$ cat src/rtl/dm_cache_pkg.sv
// Shared geometry, bus structs and FSM state type for the direct-mapped cache.
// Tag/data memories are 512 entries of one 256-bit line each.
package cache_def;

    localparam int TAGMSB  = 31;
    localparam int TAGLSB  = 14;
    localparam int INDEX_W = 9;
    localparam int LINE_W  = 256;

    typedef struct packed {
        logic                 valid;
        logic                 dirty;
        logic [TAGMSB:TAGLSB] tag;
    } cache_tag_type;

    typedef struct packed {
        logic [INDEX_W-1:0] index;
        logic               we;
    } cache_req_type;

    typedef logic [LINE_W-1:0] cache_data_type;

    typedef struct packed {
        logic [31:0] addr;
        logic [31:0] data;
        logic        rw;
        logic        valid;
    } cpu_req_type;

    typedef struct packed {
        logic [31:0] data;
        logic        ready;
    } cpu_result_type;

    typedef struct packed {
        logic [31:0]    addr;
        cache_data_type data;
        logic           rw;
        logic           valid;
    } mem_req_type;

    typedef struct packed {
        cache_data_type data;
        logic           ready;
    } mem_data_type;

    typedef enum logic [1:0] {
        IDLE,
        COMPARE_TAG,
        ALLOCATE,
        WRITE_BACK
    } cache_state_type;

    function automatic logic [31:0] line_word(input cache_data_type line, input logic [2:0] sel);
        return line[{sel, 5'b0} +: 32];
    endfunction

endpackage

$ cat src/rtl/dm_cache_ctrl_word_merge.sv
// Replaces one 32-bit word of a cache line; used to build the write-hit line.
module dm_cache_word_merge
    import cache_def::*;
(
    input  cache_data_type line_i,
    input  logic [2:0]     sel_i,
    input  logic [31:0]    word_i,
    output cache_data_type line_o
);

    // NOTE: assigning the full default first keeps this purely combinational (no latch).
    always_comb begin
        line_o                    = line_i;
        line_o[{sel_i, 5'b0} +: 32] = word_i;
    end

endmodule

$ cat src/rtl/dm_cache_ctrl.sv
// Direct-mapped write-back / write-allocate cache controller: one CPU request
// at a time, victim write-back then line allocate on a miss.
module dm_cache_ctrl
    import cache_def::*;
(
    input  logic           clk,
    input  logic           rst_n,
    input  cpu_req_type    cpu_req,
    output cpu_result_type cpu_res,
    output mem_req_type    mem_req,
    input  mem_data_type   mem_data,
    output cache_req_type  tag_req,
    output cache_tag_type  tag_write,
    input  cache_tag_type  tag_read,
    output cache_req_type  data_req,
    output cache_data_type data_write,
    input  cache_data_type data_read
);

    cache_state_type      state_q;
    logic [31:2]          req_addr_q;
    logic [31:0]          req_data_q;
    logic                 req_rw_q;
    logic [TAGMSB:TAGLSB] victim_tag_q;
    cache_data_type       victim_line_q;
    logic [31:0]          mem_addr_q;
    cache_data_type       mem_line_q;
    logic                 mem_rw_q;

    logic [INDEX_W-1:0]   req_index;
    logic [TAGMSB:TAGLSB] req_tag;
    logic [2:0]           req_sel;
    logic                 hit;
    cache_data_type       merged_line;
    logic                 unused_addr_bits;

    assign req_index        = req_addr_q[TAGLSB-1:5];
    assign req_tag          = req_addr_q[TAGMSB:TAGLSB];
    assign req_sel          = req_addr_q[4:2];
    assign hit              = tag_read.valid && (tag_read.tag == req_tag);
    assign unused_addr_bits = ^cpu_req.addr[1:0];

    dm_cache_word_merge u_merge (
        .line_i (data_read),
        .sel_i  (req_sel),
        .word_i (req_data_q),
        .line_o (merged_line)
    );

    always_comb begin
        cpu_res        = '0;
        tag_req.index  = req_index;
        tag_req.we     = 1'b0;
        data_req.index = req_index;
        data_req.we    = 1'b0;
        tag_write      = '0;
        data_write     = '0;
        // Address/data/rw hold their last driven value between transfers.
        mem_req        = '{addr: mem_addr_q, data: mem_line_q, rw: mem_rw_q, valid: 1'b0};

        case (state_q)
            COMPARE_TAG: begin
                cpu_res.data = line_word(data_read, req_sel);
                if (hit) begin
                    cpu_res.ready = 1'b1;
                    if (req_rw_q) begin
                        data_req.we = 1'b1;
                        data_write  = merged_line;
                        tag_req.we  = 1'b1;
                        tag_write   = '{valid: 1'b1, dirty: 1'b1, tag: req_tag};
                    end
                end
            end
            WRITE_BACK: begin
                mem_req = '{addr: {victim_tag_q, req_index, 5'b0}, data: victim_line_q,
                            rw: 1'b1, valid: 1'b1};
            end
            ALLOCATE: begin
                mem_req = '{addr: {req_addr_q[31:5], 5'b0}, data: mem_line_q,
                            rw: 1'b0, valid: 1'b1};
                if (mem_data.ready) begin
                    data_req.we = 1'b1;
                    data_write  = mem_data.data;
                    tag_req.we  = 1'b1;
                    tag_write   = '{valid: 1'b1, dirty: 1'b0, tag: req_tag};
                end
            end
            default: ;
        endcase
    end

    // NOTE: non-blocking assignments so every register samples pre-edge values.
    always_ff @(posedge clk or negedge rst_n) begin
        if (!rst_n) begin
            state_q       <= IDLE;
            req_addr_q    <= '0;
            req_data_q    <= '0;
            req_rw_q      <= 1'b0;
            victim_tag_q  <= '0;
            victim_line_q <= '0;
            mem_addr_q    <= '0;
            mem_line_q    <= '0;
            mem_rw_q      <= 1'b0;
        end else begin
            mem_addr_q <= mem_req.addr;
            mem_line_q <= mem_req.data;
            mem_rw_q   <= mem_req.rw;
            case (state_q)
                IDLE: begin
                    if (cpu_req.valid) begin
                        req_addr_q <= cpu_req.addr[31:2];
                        req_data_q <= cpu_req.data;
                        req_rw_q   <= cpu_req.rw;
                        state_q    <= COMPARE_TAG;
                    end
                end
                COMPARE_TAG: begin
                    if (hit) begin
                        state_q <= IDLE;
                    end else if (tag_read.valid && tag_read.dirty) begin
                        victim_tag_q  <= tag_read.tag;
                        victim_line_q <= data_read;
                        state_q       <= WRITE_BACK;
                    end else begin
                        state_q <= ALLOCATE;
                    end
                end
                WRITE_BACK: if (mem_data.ready) state_q <= ALLOCATE;
                ALLOCATE:   if (mem_data.ready) state_q <= COMPARE_TAG;
                default:    state_q <= IDLE;
            endcase
        end
    end

endmodule

$ cat config.mk
export PLATFORM = sky130hd
export DESIGN_NAME = dm_cache_ctrl
export DESIGN_NICKNAME = d
export VERILOG_FILES = /design/src/rtl/dm_cache_pkg.sv /design/src/rtl/dm_cache_ctrl_word_merge.sv /design/src/rtl/dm_cache_ctrl.sv
export SDC_FILE = /design/constraint.sdc
export NUM_CORES = 1
export LEC_CHECK = 0
export ABC_CLOCK_PERIOD_IN_PS = 2800
export BUFFER_PORTS_ARGS = -buffer_cell sky130_fd_sc_hd__buf_2
export CORE_AREA = 8 8 472 474
export CTS_CLUSTER_DIAMETER = 150
export DETAILED_ROUTE_END_ITERATION = 8
export DIE_AREA = 0 0 480 482
export PLACE_DENSITY = 0.4
export RECOVER_POWER = 25
export REMOVE_ABC_BUFFERS = 1
export SETUP_SLACK_MARGIN = 0.2
export SKIP_LAST_GASP = 1
export SYNTH_ARGS = -nofsm -noshare
export SYNTH_HDL_FRONTEND = slang
export SYNTH_HIERARCHICAL = 1
export SYNTH_SLANG_ARGS = --single-unit
$ cat constraint.sdc
create_clock -name clk -period 2.8 [get_ports clk]
set_clock_uncertainty 0.05 [all_clocks]
set_input_delay 0.14 -clock clk [delete_from_list [all_inputs] [get_ports clk]]
set_output_delay 0.14 -clock clk [all_outputs]
set_load 0.03 [all_outputs]
==> impl_metrics.env, run 1 <==
export IMPL_outcome="finished with violations"
export IMPL_violations="max-capacitance violations, max-slew violations, negative setup slack"
export IMPL_cp_cell_sequence="inv_4 -> ha_4 -> ha_4 -> buf_6 -> or4b_4 -> buf_12 -> clkbuf_16 -> nand2_1 -> o21ai_1 -> a22o_1 -> buf_6"
export IMPL_nets=4861
export IMPL_drtIter0Drc=1975
export IMPL_via_count=30222
export IMPL_root_buffer="clkbuf_16"
export IMPL_critPathTopFamily="buffers and inverters"
export IMPL_grt_start_max_net_pins=76
export IMPL_port_buffers=1217
export IMPL_drtAntennaViolNets=0
export IMPL_dp_slack_ns=0.01277
export IMPL_holdWs_ns=0.1077
export IMPL_cp_end_kind="output pin"
export IMPL_grt_pass1_wl_um=292400
export IMPL_hold_violations=0
export IMPL_synthArstFlopShare_pct=100.0
export IMPL_avgRoutedWirePerCell_um=32.91
export IMPL_synthFlopType="dfrtp_1"
export IMPL_multi_input_area_sq_um=16110
export IMPL_grt_pass1_vias=32419
export IMPL_drc_errors=0
export IMPL_netlist_instances=2431
export IMPL_min_period_over_period_pct=122.3
export IMPL_dieArea_sq_um=231400
export IMPL_leakage_nw=27.10
export IMPL_slew_headroom_pct=-82.76
export IMPL_routed_via_density=4.206
export IMPL_critPathRequiredTime_ns=2.61
export IMPL_synthAdderAreaFrac_pct=0.2724
export IMPL_max_freq_mhz=292.1
export IMPL_synth_area_sq_um=32160
export IMPL_rsz0062_at_grt="true"
export IMPL_die_height_um=482
export IMPL_placed_area_sq_um=43190
export IMPL_drive_gt1_share_pct=57.86
export IMPL_start_util_pct=14.91
export IMPL_dr_pass1_iters=5
export IMPL_fill_cells=22341
export IMPL_fin_crit_ns=3.424
export IMPL_hold_class="in2reg"
export IMPL_cap_viol_max_count=1
export IMPL_dp_hpwl_um=155000
export IMPL_cp_max_fo=6
export IMPL_critPathBufInv=5
export IMPL_max_stage_delay_ns=0.57
export IMPL_rows=171
export IMPL_area_growth_pct=78.18
export IMPL_synth_mux_area_share_pct=24.45
export IMPL_die_w_um=480
export IMPL_htreeDepth=3
export IMPL_setup_viol=593
export IMPL_grt_usage_pct=18.12
export IMPL_slew_violations=61
export IMPL_pin_count=1220
export IMPL_core_area_sq_um=215700
export IMPL_cts_made_buffers=83
export IMPL_grt_overflow=0
export IMPL_layout_commonest_cell="buf_2"
export IMPL_synth_seq_cells=628
export IMPL_crit_arrival_ns=3.23
export IMPL_avgSynthCellArea_sq_um=13.23
export IMPL_antenna_found_initial=38
export IMPL_synth_xor_area_share_pct=0.4903
export IMPL_yosys_area_share_simple_pct=3.739
export IMPL_synth_top_family_by_area="multiplexers"
export IMPL_cts_buffer_depth=3
export IMPL_synth_cell_types=44
export IMPL_clock_sinks=628
export IMPL_clk_latency_ns=0.70
export IMPL_cts_tree="yes"
export IMPL_ys_seq_area_share_pct=48.87
export IMPL_ir_drop_uv=692.9
export IMPL_synth_compound_area_share_pct=17.23
export IMPL_layout_setup_ws_ns=-0.6240
export IMPL_cts_clk_slew_worst_paths_ns=0.07
export IMPL_drt_total_wl_um=236400
export IMPL_worst_pin_slew_ns=2.741
export IMPL_cp_start_kind="register"
export IMPL_finalInstanceArea_sq_um=57290
export IMPL_power_density_nw_per_um2=1383
export IMPL_synth_warnings=6
export IMPL_final_util_pct=26.57
export IMPL_cp_slowest_cell="or4b_4"
export IMPL_synth_edf_count=0
export IMPL_rrSetupSlack_ns=0.08
export IMPL_layout_common_cells="buf_2, dfrtp_1, a22o_1, buf_6, dlygate4sd3_1"
export IMPL_gp_congestion=0.9040
export IMPL_path_class="reg2out"
export IMPL_regArea_sq_um=15730
## synth_stat cells (all sizes together), types with 3 or more instances
| master | instances | area (sq um) |
|---|---|---|
| inv | 7 | 26.28 |
| mux2 | 475 | 6100 |
| mux4 | 64 | 1441 |
| a22oi | 18 | 135.1 |
| nor4 | 3 | 18.77 |
| a22o | 512 | 4484 |
| dfrtp | 628 | 15720 |
| o21ai | 128 | 742.0 |
| xor2 | 6 | 52.55 |
| o21a | 19 | 142.6 |
| ha | 7 | 87.58 |
| nand4b | 4 | 35.03 |
| mux2i | 32 | 320.3 |
| nand2 | 198 | 743.2 |
| nor2 | 7 | 31.28 |
| nor2b | 32 | 200.2 |
| nand4 | 3 | 18.77 |
| buf | 114 | 1056 |
| clkbuf | 136 | 510.5 |
| xnor2 | 12 | 105.1 |
| and2 | 5 | 31.28 |
| and4 | 3 | 26.28 |
## path summary, 6_finish.rpt
check | startpoint | end | cells past startpoint
max | req_addr_q[2]$_DFFE_PN0P_ | data_write[255] | 11
min | tag_read[18] | state_q[0]$_DFFE_PN0P_ | 5
max reg2reg | state_q[0]$_DFFE_PN0P_ | state_q[0]$_DFFE_PN0P_ | 11
min reg2reg | mem_addr_q[21]$_DFF_PN0_ | mem_addr_q[21]$_DFF_PN0_ | 2
max in group asynchronous | rst_n | victim_line_q[125]$_DFFE_PN0P_ | 3
min in group asynchronous | rst_n | victim_line_q[95]$_DFFE_PN0P_ | 2
## flip-flops by register name, summed over array words and instances, names as in the netlist
signal	cells
mem_addr_q	32
mem_line_q	256
mem_rw_q	1
req_addr_q	30
req_data_q	32
req_rw_q	1
state_q	2
victim_line_q	256
victim_tag_q	18
## layout make-up
type	count	share of cell area, %
repair buffers	1986	33.13
well taps	2854	6.233
flip-flops and latches	628	27.46
clock buffers	116	4.243
diodes	10	0.04368
multi-input cells	1547	28.11
inverters	7	0.05023
clock inverters	37	0.7316
## per-layer routing
layer  GRT usage [%]  share of wire, %
met5               0             0.011
met4           6.299               4.0
met3           5.291               7.6
met2           30.40                47
met1           22.19                41
## worst reg2reg max path, cell delays in order, from the launching register on
cell           delay (ns)
dfrtp_1              0.39
clkbuf_1             0.21
ha_4                 0.25
buf_12               0.14
buf_4                0.13
nor2_4               0.07
buf_4                0.27
nor2_1               0.08
a21oi_1              0.30
nor2_1               0.07
dlygate4sd3_1        0.57
a21oi_1              0.11
## through the flow
step                std cells  power [mW]  setup TNS (ns)
finish                   7185       79.24         -148.48
detailed placement       6454       57.36               0
global placement         6454       57.26               0
floorplan                2181       36.80        -9180.96
CTS                      7077       73.74         -201.55
global route             7180       82.90         -257.62
## cell families (layout without fill, tap and decap cells)
kind of cell / count (synthesis) / in the layout
AOI/OAI and AO/OA: 682 / 682
DFF: 628 / 628
muxes: 571 / 571
and+or+nand+nor: 268 / 269
buffers and inverters: 257 / 2146
xor gates and xnor gates: 18 / 18
adders and majority gates: 7 / 7
other: 0 / 10
## power by group
part           switching [mW]  internal (mW)
clock network            4.65           6.51
registers                2.94           13.7
logic                    30.2           21.2
## what timing repair did
item,4_1_cts,5_1_grt
hold buffers,345,0
endpoints found under the setup margin,745,838
resized for setup,612,709
buffers inserted,78,61
hold endpoints to repair,513,0
pin swaps,77,105
cloned,47,38
Power figures use the tool's default switching activity.
==> inputs of run 2 (changes only) <==
--- a/config.mk
+++ b/config.mk
@@ -6,12 +6,12 @@
 export NUM_CORES = 1
 export LEC_CHECK = 0
 export ABC_CLOCK_PERIOD_IN_PS = 2800
-export BUFFER_PORTS_ARGS = -buffer_cell sky130_fd_sc_hd__buf_2
 export CORE_AREA = 8 8 472 474
 export CTS_CLUSTER_DIAMETER = 150
 export DETAILED_ROUTE_END_ITERATION = 8
 export DIE_AREA = 0 0 480 482
-export PLACE_DENSITY = 0.4
+export DONT_BUFFER_PORTS = 1
+export PLACE_DENSITY = 0.36
 export RECOVER_POWER = 25
 export REMOVE_ABC_BUFFERS = 1
 export SETUP_SLACK_MARGIN = 0.2
==> impl_metrics.env, run 2 (synthesized netlist as in run 1, its figures left out) <==
export IMPL_antenna_found_initial=43
export IMPL_port_buffers=0
export IMPL_p_int_mw=39.59
export IMPL_cp_max_fo=6
export IMPL_die_height_um=482
export IMPL_dp_cells=5596
export IMPL_hold_violations=0
export IMPL_p_seq_share_pct=22.9
export IMPL_p_total_mw=73.32
export IMPL_ir_drop_uv=774.2
export IMPL_p_clk_share_pct=16.0
export IMPL_drtIter0Drc=1795
export IMPL_critPathRequiredTime_ns=2.61
export IMPL_final_util_pct=23.61
export IMPL_clk_latency_ns=0.70
export IMPL_pin_count=1220
export IMPL_final_cells=6227
export IMPL_slew_headroom_pct=-5.216
export IMPL_fin_crit_ns=3.428
export IMPL_root_buffer="clkbuf_16"
export IMPL_hold_class="in2reg"
export IMPL_layout_commonest_cell="dfrtp_1"
export IMPL_cap_viol_max_count=1
export IMPL_power_net_switching_mw=33.73
export IMPL_cp_end_kind="output pin"
export IMPL_cts_buffer_depth=3
export IMPL_combinationalPowerShare_pct=61.1
export IMPL_grt_pass1_vias=27720
export IMPL_dieArea_sq_um=231400
export IMPL_path_class="reg2out"
export IMPL_power_density_nw_per_um2=1440
export IMPL_die_w_um=480
export IMPL_cp_start_kind="register"
export IMPL_grt_pass1_wl_um=258300
export IMPL_start_util_pct=14.91
export IMPL_p_sw_share_pct=46.01
export IMPL_layout_setup_ws_ns=-0.6275
export IMPL_min_period_over_period_pct=122.4
export IMPL_slew_violations=233
export IMPL_rsz0062_at_grt="true"
export IMPL_avgRoutedWirePerCell_um=32.69
export IMPL_drtAntennaViolNets=0
export IMPL_grt_usage_pct=15.88
export IMPL_worst_pin_slew_ns=1.578
export IMPL_cts_clk_slew_worst_paths_ns=0.06
export IMPL_cts_made_buffers=85
export IMPL_cts_tree="yes"
export IMPL_largestRegisters="mem_line_q: 256 flops, victim_line_q: 256 flops"
export IMPL_gp_congestion=0.8454
export IMPL_rows=171
export IMPL_nets=3878
export IMPL_layout_common_cells="dfrtp_1, a22o_1, dlygate4sd3_1, buf_12, buf_4"
export IMPL_dp_hpwl_um=139500
export IMPL_via_count=26050
export IMPL_drc_errors=0
export IMPL_rrSetupSlack_ns=-0.05
export IMPL_dp_slack_ns=-0.1470
export IMPL_routed_via_density=4.183
export IMPL_clock_sinks=628
export IMPL_area_growth_pct=58.36
export IMPL_setup_viol=737
export IMPL_grt_start_max_net_pins=629
export IMPL_crit_arrival_ns=3.24
export IMPL_grt_overflow=0
export IMPL_core_area_sq_um=215700
export IMPL_dr_pass1_iters=5
export IMPL_max_freq_mhz=291.8
export IMPL_htreeDepth=3
export IMPL_finalInstanceArea_sq_um=50920
export IMPL_drive_gt1_share_pct=41.97
export IMPL_outcome="finished with violations"
export IMPL_placed_area_sq_um=42310
export IMPL_drt_total_wl_um=203600
export IMPL_fill_cells=22734
export IMPL_violations="max-capacitance violations, max-slew violations, negative setup slack"
export IMPL_leakage_nw=22.42
[run 2: critical path: stages, from the launching register on]
cell and delay (ns):
dfrtp_4 0.51, inv_4 0.08, ha_4 0.15, ha_4 0.21, or4b_4 0.56, buf_12 0.18, clkbuf_16 0.22, nand2_1 0.10
o21ai_0 0.10, a22o_1 0.26, buf_12 0.15
[run 2: cell type report]
type                       count  area [sq um]  share of cell area [%]
clock inverter                38         566.8                   1.113
inverter                       7         28.78                 0.05651
sequential                   628         15730                   30.88
multi-input combinational   1546         15430                   30.30
tap                         2854          3571                   7.013
timing repair buffer        1002         13090                   25.71
clock buffer                 115          2412                   4.737
antenna                       37         92.59                  0.1818
[run 2: repair_timing]
| item | 4_1_cts | 5_1_grt |
|---|---|---|
| setup buffers | 11 | 23 |
| endpoints found under the hold margin | 967 | 189 |
| gates cloned | 8 | 18 |
| pin swaps | 3 | 13 |
| hold buffers | 375 | 2 |
| endpoints found under the setup margin | 866 | 875 |
| resized for setup | 68 | 98 |
[run 2: path summary, 6_finish.rpt]
check	from	end	cells after the start
max	req_addr_q[2]$_DFFE_PN0P_	data_write[224]	10
min	cpu_req[0]	req_addr_q[15]$_DFFE_PN0P_	3
max reg2reg	req_addr_q[15]$_DFFE_PN0P_	victim_line_q[241]$_DFFE_PN0P_	10
min reg2reg	victim_tag_q[26]$_DFFE_PN0P_	victim_tag_q[26]$_DFFE_PN0P_	1
max in group asynchronous	rst_n	victim_line_q[62]$_DFFE_PN0P_	4
min in group asynchronous	rst_n	victim_line_q[70]$_DFFE_PN0P_	2
[run 2: power groups by stage]
stage / Combinational [mW] / Sequential [mW] / Clock, mW
final: 44.8 / 16.8 / 11.7
after global routing: 47.0 / 17.3 / 12.6
after CTS: 43.7 / 16.8 / 12.2
after detailed placement: 41.8 / 16.9 / 0
after global placement: 41.7 / 16.9 / 0
after floorplan: 20.7 / 16.1 / 0
[run 2: through the flow]
stage / hold slack [ns] / setup TNS (ns)
finish: 0.08015 / -201.04
CTS: -0.9710 / -251.44
floorplan: -0.2056 / -9180.96
detailed placement: -0.1673 / -5.638
global route: 0.03414 / -399.61
global placement: -0.1621 / -14.47
[run 2: metal layers]
layer	vias to the layer above	GRT usage (%)	part of all wire (%)
met5	-	0	0.032
met4	10	6.146	4.0
met3	326	5.710	9.1
met2	1417	27.22	49
met1	13345	18.08	38
li1	10952	-	-
==> inputs of run 3 (changes only) <==
--- a/config.mk
+++ b/config.mk
@@ -5,7 +5,7 @@
 export SDC_FILE = /design/constraint.sdc
 export NUM_CORES = 1
 export LEC_CHECK = 0
-export ABC_CLOCK_PERIOD_IN_PS = 2800
+export ABC_CLOCK_PERIOD_IN_PS = 3600
 export CORE_AREA = 8 8 472 474
 export CTS_CLUSTER_DIAMETER = 150
 export DETAILED_ROUTE_END_ITERATION = 8
@@ -14,7 +14,7 @@
 export PLACE_DENSITY = 0.36
 export RECOVER_POWER = 25
 export REMOVE_ABC_BUFFERS = 1
-export SETUP_SLACK_MARGIN = 0.2
+export SETUP_SLACK_MARGIN = 0.4
 export SKIP_LAST_GASP = 1
 export SYNTH_ARGS = -nofsm -noshare
 export SYNTH_HDL_FRONTEND = slang
==> constraint.sdc (replaced) <==
create_clock -name clk -period 3.6 [get_ports clk]
set_clock_uncertainty 0.05 [all_clocks]
set_input_delay 0.18 -clock clk [delete_from_list [all_inputs] [get_ports clk]]
set_output_delay 0.18 -clock clk [all_outputs]
set_load 0.03 [all_outputs]
==> impl_metrics.env, run 3 (synthesized netlist as in run 1, its figures left out) <==
export IMPL_min_period_over_period_pct=94.79
export IMPL_worst_pin_slew_ns=2.489
export IMPL_drtAntennaViolNets=0
export IMPL_p_total_mw=51.60
export IMPL_dp_slack_ns=0.5572
export IMPL_pin_count=1220
export IMPL_max_freq_mhz=293.1
export IMPL_clk_latency_ns=0.70
export IMPL_hold_violations=0
export IMPL_grt_start_max_net_pins=629
export IMPL_htreeDepth=3
export IMPL_crit_arrival_ns=3.18
export IMPL_violations="max-capacitance violations, max-slew violations"
export IMPL_start_util_pct=14.91
export IMPL_rsz0062_at_grt="true"
export IMPL_dr_pass1_iters=7
export IMPL_rows=171
export IMPL_leakage_nw=21.41
export IMPL_multi_input_area_sq_um=16960
export IMPL_die_w_um=480
export IMPL_nets=3604
export IMPL_routed_via_density=4.250
export IMPL_grt_pass1_wl_um=260900
export IMPL_ir_drop_uv=514.8
export IMPL_outcome="finished with violations"
export IMPL_hold_class="in2reg"
export IMPL_slew_headroom_pct=-65.93
export IMPL_cp_end_kind="output pin"
export IMPL_gp_congestion=0.8299
export IMPL_antenna_found_initial=26
export IMPL_area_growth_pct=51.12
export IMPL_drc_errors=0
export IMPL_via_count=25325
export IMPL_die_height_um=482
export IMPL_cap_viol_max_count=3
export IMPL_layout_commonest_cell="dfrtp_1"
export IMPL_port_buffers=0
export IMPL_cts_buffer_depth=3
export IMPL_core_area_sq_um=215700
export IMPL_setup_viol=0
export IMPL_fin_crit_ns=3.412
export IMPL_slew_violations=340
export IMPL_path_class="reg2out"
export IMPL_drtIter0Drc=1647
export IMPL_cts_tree="yes"
export IMPL_largestRegisters="mem_line_q: 256 flops, victim_line_q: 256 flops"
export IMPL_cts_made_buffers=83
export IMPL_cts_clk_slew_worst_paths_ns=0.07
export IMPL_drive_gt1_share_pct=44.81
export IMPL_fill_cells=22698
export IMPL_final_util_pct=22.53
export IMPL_dp_hpwl_um=134400
export IMPL_layout_setup_ws_ns=0.1877
export IMPL_grt_pass1_vias=26340
export IMPL_power_density_nw_per_um2=1062
export IMPL_grt_usage_pct=16.30
export IMPL_cp_max_fo=30
export IMPL_critPathRequiredTime_ns=3.37
export IMPL_avgRoutedWirePerCell_um=34.14
export IMPL_regArea_sq_um=15730
export IMPL_layout_common_cells="dfrtp_1, dlygate4sd3_1, a22o_1, mux2_2, mux2_4"
export IMPL_grt_overflow=0
export IMPL_cp_start_kind="register"
export IMPL_drt_total_wl_um=203500
export IMPL_dieArea_sq_um=231400
export IMPL_clock_sinks=628
export IMPL_root_buffer="clkbuf_16"
run 3: changes by cell type in the layout (fill, tap and decap cells not counted), sizes merged:
cell / delta
buf: -267
bufinv: -3
clkbuf: -8
clkinv: +8
clkinvlp: +4
diode: +2
dlygate4sd3: -2
inv: -2
run 3: through the flow:
stage          TNS (ns)  hold slack [ns]  instance area (sq um)  cells
3_5_place_dp          0          -0.1364                  37020   5245
6_report              0          0.09737                  48600   5959
4_1_cts               0          -0.9568                  46460   5857
3_3_place_gp          0          -0.1344                  37020   5245
5_1_grt               0          0.06143                  48570   5950
2_1_floorplan  -8274.48          -0.1656                  30590   2181
run 3: final timing paths:
check                                              from                        endpoint  slack, ns  cells past startpoint
setup reg to reg             req_addr_q[29]$_DFFE_PN0P_  victim_line_q[254]$_DFFE_PN0P_       0.74                      7
min in group asynchronous                         rst_n   victim_line_q[96]$_DFFE_PN0P_       0.75                      3
hold / removal                             tag_read[17]          state_q[1]$_DFFE_PN0P_        0.1                      5
setup / recovery              req_addr_q[2]$_DFFE_PN0P_                 data_write[224]       0.19                      8
max in group asynchronous                         rst_n  victim_line_q[131]$_DFFE_PN0P_       0.61                      4
hold reg to reg            victim_tag_q[26]$_DFFE_PN0P_    victim_tag_q[26]$_DFFE_PN0P_       0.45                      1
run 3: timing repair:
action,in CTS,in global routing
buffers inserted,55,46
endpoints found under the hold margin,967,337
pin swaps,43,86
gates resized for setup,385,286
hold buffers,374,3
endpoints found under the setup margin,588,360
gates cloned,28,10
run 3: final cells by class:
type	instances	share of cell area, %
inverters	7	0.06437
repair buffers	730	19.17
flip-flops and latches	628	32.37
clock buffers	110	4.833
clock inverters	45	1.120
diodes	39	0.2008
multi-input cells	1546	34.89
well taps	2854	7.348
run 3: worst max-delay path, cell delays in order (launching register included):
cell and delay [ns]:
dfrtp_4 0.50, inv_4 0.08, ha_4 0.15, ha_4 0.23
or4b_4 0.58, buf_12 0.21, o21ai_0 0.30, a22o_1 0.23
buf_12 0.13
run 3: power by group:
group	internal, mW	switching (mW)	leakage (nW)	total (mW)
Clock	5.21	3.66	1.41	8.87
Combinational	10.3	19.3	12.4	29.6
Sequential	10.7	2.45	7.60	13.1
run 3: layer usage:
metal  vias up  global-route usage, %  routed length (um)
met5         -                      0                  38
met3       305                  5.913               19560
li1      10432                      -                   -
met1     13120                  18.88               77370
met2      1462                  27.43               98250
met4         6                  6.422                8231
